**src/rtl/grant_rr_arbiter.sv**
```systemverilog
// rtl/grant_rr_arbiter.sv - round-robin grant arbiter with per-grant hold limit
module grant_rr_arbiter #(
  parameter int N        = 4,
  parameter int MAX_HOLD = 15
) (
  input  logic                 clock,
  input  logic                 reset,
  input  logic [N-1:0]         req,
  output logic [N-1:0]         gnt,
  output logic [$clog2(N)-1:0] gnt_id,
  output logic                 busy,
  output logic                 timeout
);

  localparam int ID_W = $clog2(N);
  localparam int HC_W = $clog2(MAX_HOLD + 1);

  typedef enum logic [1:0] {IDLE, GRANT, RELEASE} state_t;

  state_t          state, state_n;
  logic [N-1:0]    gnt_n;
  logic [ID_W-1:0] gnt_id_n;
  logic            busy_n;
  logic            timeout_n;
  logic [ID_W-1:0] last_id, last_id_n;
  logic [HC_W-1:0] hold_cnt, hold_cnt_n;
  logic [N-1:0]    mask, mask_n;
  logic [N-1:0]    eligible;
  logic            pick_found;
  logic [ID_W-1:0] pick_id;

  assign eligible = req & ~mask;

  // Search starts just after the previous owner, wrapping modulo N.
  always_comb begin
    pick_found = 1'b0;
    pick_id    = '0;
    for (int i = 1; i <= N; i++) begin
      if (!pick_found && eligible[ID_W'((int'(last_id) + i) % N)]) begin
        pick_found = 1'b1;
        pick_id    = ID_W'((int'(last_id) + i) % N);
      end
    end
  end

  always_comb begin
    state_n    = state;
    gnt_n      = gnt;
    gnt_id_n   = gnt_id;
    timeout_n  = 1'b0;
    last_id_n  = last_id;
    hold_cnt_n = hold_cnt;
    mask_n     = mask & req;

    case (state)
      IDLE: begin
        gnt_id_n = '0;
        if (pick_found) begin
          state_n    = GRANT;
          gnt_n      = '0;
          gnt_n[pick_id] = 1'b1;
          gnt_id_n   = pick_id;
          last_id_n  = pick_id;
          hold_cnt_n = HC_W'(1);
        end
      end
      GRANT: begin
        if (!req[gnt_id]) begin
          state_n = RELEASE;
          gnt_n   = '0;
        end else if (hold_cnt == HC_W'(MAX_HOLD)) begin
          // Masked owner must drop req once before it can win again.
          state_n          = RELEASE;
          gnt_n            = '0;
          timeout_n        = 1'b1;
          mask_n[gnt_id]   = 1'b1;
        end else begin
          hold_cnt_n = hold_cnt + HC_W'(1);
        end
      end
      RELEASE: begin
        state_n    = IDLE;
        gnt_n      = '0;
        gnt_id_n   = '0;
        hold_cnt_n = '0;
      end
      default: begin
        state_n  = IDLE;
        gnt_n    = '0;
        gnt_id_n = '0;
      end
    endcase

    busy_n = |gnt_n;
  end

  always_ff @(posedge clock or posedge reset) begin
    if (reset) begin
      state    <= IDLE;
      gnt      <= '0;
      gnt_id   <= '0;
      busy     <= 1'b0;
      timeout  <= 1'b0;
      last_id  <= ID_W'(N - 1);
      hold_cnt <= '0;
      mask     <= '0;
    end else begin
      state    <= state_n;
      gnt      <= gnt_n;
      gnt_id   <= gnt_id_n;
      busy     <= busy_n;
      timeout  <= timeout_n;
      last_id  <= last_id_n;
      hold_cnt <= hold_cnt_n;
      mask     <= mask_n;
    end
  end

endmodule

```
**config.mk**
```make
export PLATFORM = sky130hd
export DESIGN_NAME = grant_rr_arbiter
export DESIGN_NICKNAME = d
export VERILOG_FILES = /design/src/rtl/grant_rr_arbiter.sv
export SDC_FILE = /design/constraint.sdc
export NUM_CORES = 1
export LEC_CHECK = 0
export BUFFER_PORTS_ARGS = -buffer_cell sky130_fd_sc_hd__buf_4
export CAP_MARGIN = 20
export CELL_PAD_IN_SITES_DETAIL_PLACEMENT = 0
export CELL_PAD_IN_SITES_GLOBAL_PLACEMENT = 1
export CORE_UTILIZATION = 25
export CTS_CLUSTER_DIAMETER = 60
export CTS_CLUSTER_SIZE = 24
export DETAILED_ROUTE_END_ITERATION = 8
export GPL_TIMING_DRIVEN = 0
export PLACE_DENSITY_LB_ADDON = 0.3
export SLEW_MARGIN = 5
export SYNTH_ARGS = -nofsm -noshare
export SYNTH_HDL_FRONTEND = slang
export SYNTH_SLANG_ARGS = --single-unit
```
**constraint.sdc**
```tcl
create_clock -name clock -period 2.44 [get_ports clock]
set_input_delay 0.732 -clock clock [delete_from_list [all_inputs] [get_ports clock]]
set_output_delay 0.732 -clock clock [all_outputs]
set_load 0.02 [all_outputs]
```
==> out/metrics.yaml <==
layout:
  fin_cells: 174
  area_delta_synth_final_pct: 20.2
  diodes: 0
  num-fill-cells: 421
  nets: 136
  drive_gt1_share_pct: 23.4
  final_core_util_pct: 31.9
grt:
  grt_usage_pct: 12.0
  antenna_found_initial: 0
  grt_max_degree: 21
  grt_pass1_vias: 840
  overflow: 0
  grt_pass1_wl_um: 4010
cts:
  cts_tree: "built"
  ctsHoldBuffers: 0
  cts_root_buf: "clkbuf_8"
  postCtsSetupBuffers: 0
  cts_buffers: 3
  clockBufferDepth: 2
  clkSinkCount: 20
  cts-resized-gates: 0
  h-tree-depth: 1
  clock_latency_ps: 260
  path_clk_slew_ps: 80
placed_design:
  dp_cells: 170
  hpwl_um: 1740
  io_buffers: 13
  gp_congestion: 0.729
  place_ws_ps: -251
timing:
  drv_slew: 0
  setup-tns-final_ps: 0
  setup_viol: 0
  finalCritPeriodShare_pct: 99.0
  period_needed_ps: 2410
  hold_viol: 0
  setup_ws_ps: 25.1
  rsz0062_at_grt: "false"
  tightest_slew_ps: 779
  finClkSkew_ps: 6.07
  slew_headroom_pct: 48.0
  max_freq_ghz: 0.414
  fin_hold_ws_ps: 497
setup_path:
  critPathKind: "input pin to flop"
  crit_start: "req[3]"
  cp-start-kind: "input pin"
  setup.worst_path.end: "busy"
  worstPathRequired_ps: 2570
  rr_worst_depth: 5
  reg2reg_to: "busy"
  cp.arrival_ps: 2540
  reg2reg_slack_ps: 80
  cp-end-kind: "flop"
  cp_max_fo: 6
  r2r_start: "gnt_id[0]"
job:
  drv_cap: 0
die:
  die_area_sq_um: 4580
  core_area_sq_um: 4060
  die_x_um: 67.6
  start_util_pct: 26.5
  ioPinCount: 14
  die_h_um: 67.6
  num_rows: 23
power_and_ir_drop:
  vdd_ir_drop_max_mv: 0.320
  powerDensity_nw_per_um2: 1110
  p_leak_nw: 0.600
yosys:
  yosys_most_used_dff: "dfrtp_1"
  synth_area_sq_um: 1080
  synth_common_cells: "nand2_1 (20), dfrtp_1 (18), inv_1 (8), o21ai_0 (8), ha_1 (5)"
  synth_most_common_cell: "nand2_1"
  async_flop_share_pct: 100
  synth_edf_count: 0
  netlist_instances: 107
  yosysWarnings: 0
  yosysTopAreaCellShare_pct: 41.8
  synth_cell_type_count: 37
  ys_ff_latch: 20
  synth.area.top_cells: "dfrtp_1 (42%), nand2_1 (7.0%), ha_1 (5.8%)"
  yosysSeqAreaShare_pct: 46.7
  yosysTopAreaCell: "dfrtp_1"
  synth_area_per_cell_sq_um: 10.1
  syn_nets: 118
drt:
  wl_um: 2290
  firstDrtPassIters: 4
  drc: 0
  viasPerCell: 4.75
  wl_per_cell_um: 13.2
  drt_iter0_markers: 37
  via_count: 827
  ant_nets: 0
run_status:
  status: "completed"
min_path:
  hold_path.startpoint: "last_id[0]"
  hold_path_class: "flop to flop"
==> critical path, cell delays in order <==
cell    delay [ps]
buf_4          130
mux4_2         520
and3_4         210
a21o_4         200
a32o_1         210
or4b_1         530
==> per-stage QoR <==
step	power (W)	area (sq um)
finish	0.00143	1290
global route	0.00157	1290
CTS	0.00145	1290
detailed placement	0.00119	1240
global placement	0.00118	1240
floorplan	0.000988	1080
==> layout by cell type (no fill, tap or decap), types with 3 or more instances in the layout <==
cell and instances:
a21oi_1 3, a32o_1 3, buf_4 13, clkbuf_8 4, dfrtp_1 18, ha_1 5
inv_1 8, nand2_1 20, nand2b_1 3, nor2_1 4, o21ai_0 8
==> power breakdown <==
part | leakage (nW) | switching (W) | internal, W
Combinational | 0.312 | 0.000361 | 0.000275
Clock | 0.0288 | 0.000108 | 0.000144
Sequential | 0.260 | 0.000103 | 0.000443
==> kinds of logic (layout without fill, tap and decap cells) <==
logic type                 count (synthesis)  after routing  synth area share (%)
AOI/OAI and AO/OA                         25             25                  17.9
adders and majority gates                  5              5                  5.81
and+or+nand+nor                           43             43                  21.0
DFF                                       20             20                  46.7
buffers and inverters                     10             27                  3.60
muxes                                      4              4                  4.99
==> cell type report <==
cell class              instances  area, sq um  share of cell area (%)
flip-flops and latches         20          503                    38.8
clock buffers                   4         55.1                    4.25
well taps                      50         62.6                    4.83
inverters                       8         30.0                    2.32
plain buffers                   2         8.76                   0.676
repair buffers                 13         97.6                    7.54
multi-input cells              77          538                    41.5
==> layer usage <==
metal	track usage (%)	wire length [um]	up-vias
met5	0	0	-
met4	5.59	38	0
met3	2.03	56	4
met2	18.8	1030	10
met1	15.9	1170	388
li1	-	-	425
==> flip-flops by register name, indices dropped and copies added, names as in the netlist <==
signal,cells
gnt,4
hold_cnt,4
last_id,2
gnt_id,2
state,2
busy,1
timeout,1
mask,4
==> worst min-delay path by stage <==
stage                 endpoint  slack, ps  cells past startpoint
detailed placement     mask[2]        480                      1
global route        last_id[0]        530                      2
CTS                    mask[2]        500                      1
floorplan              mask[1]        440                      2
global placement       mask[1]        470                      2
finish              last_id[0]        500                      2
Note: power is estimated with default switching activity, not from simulation.
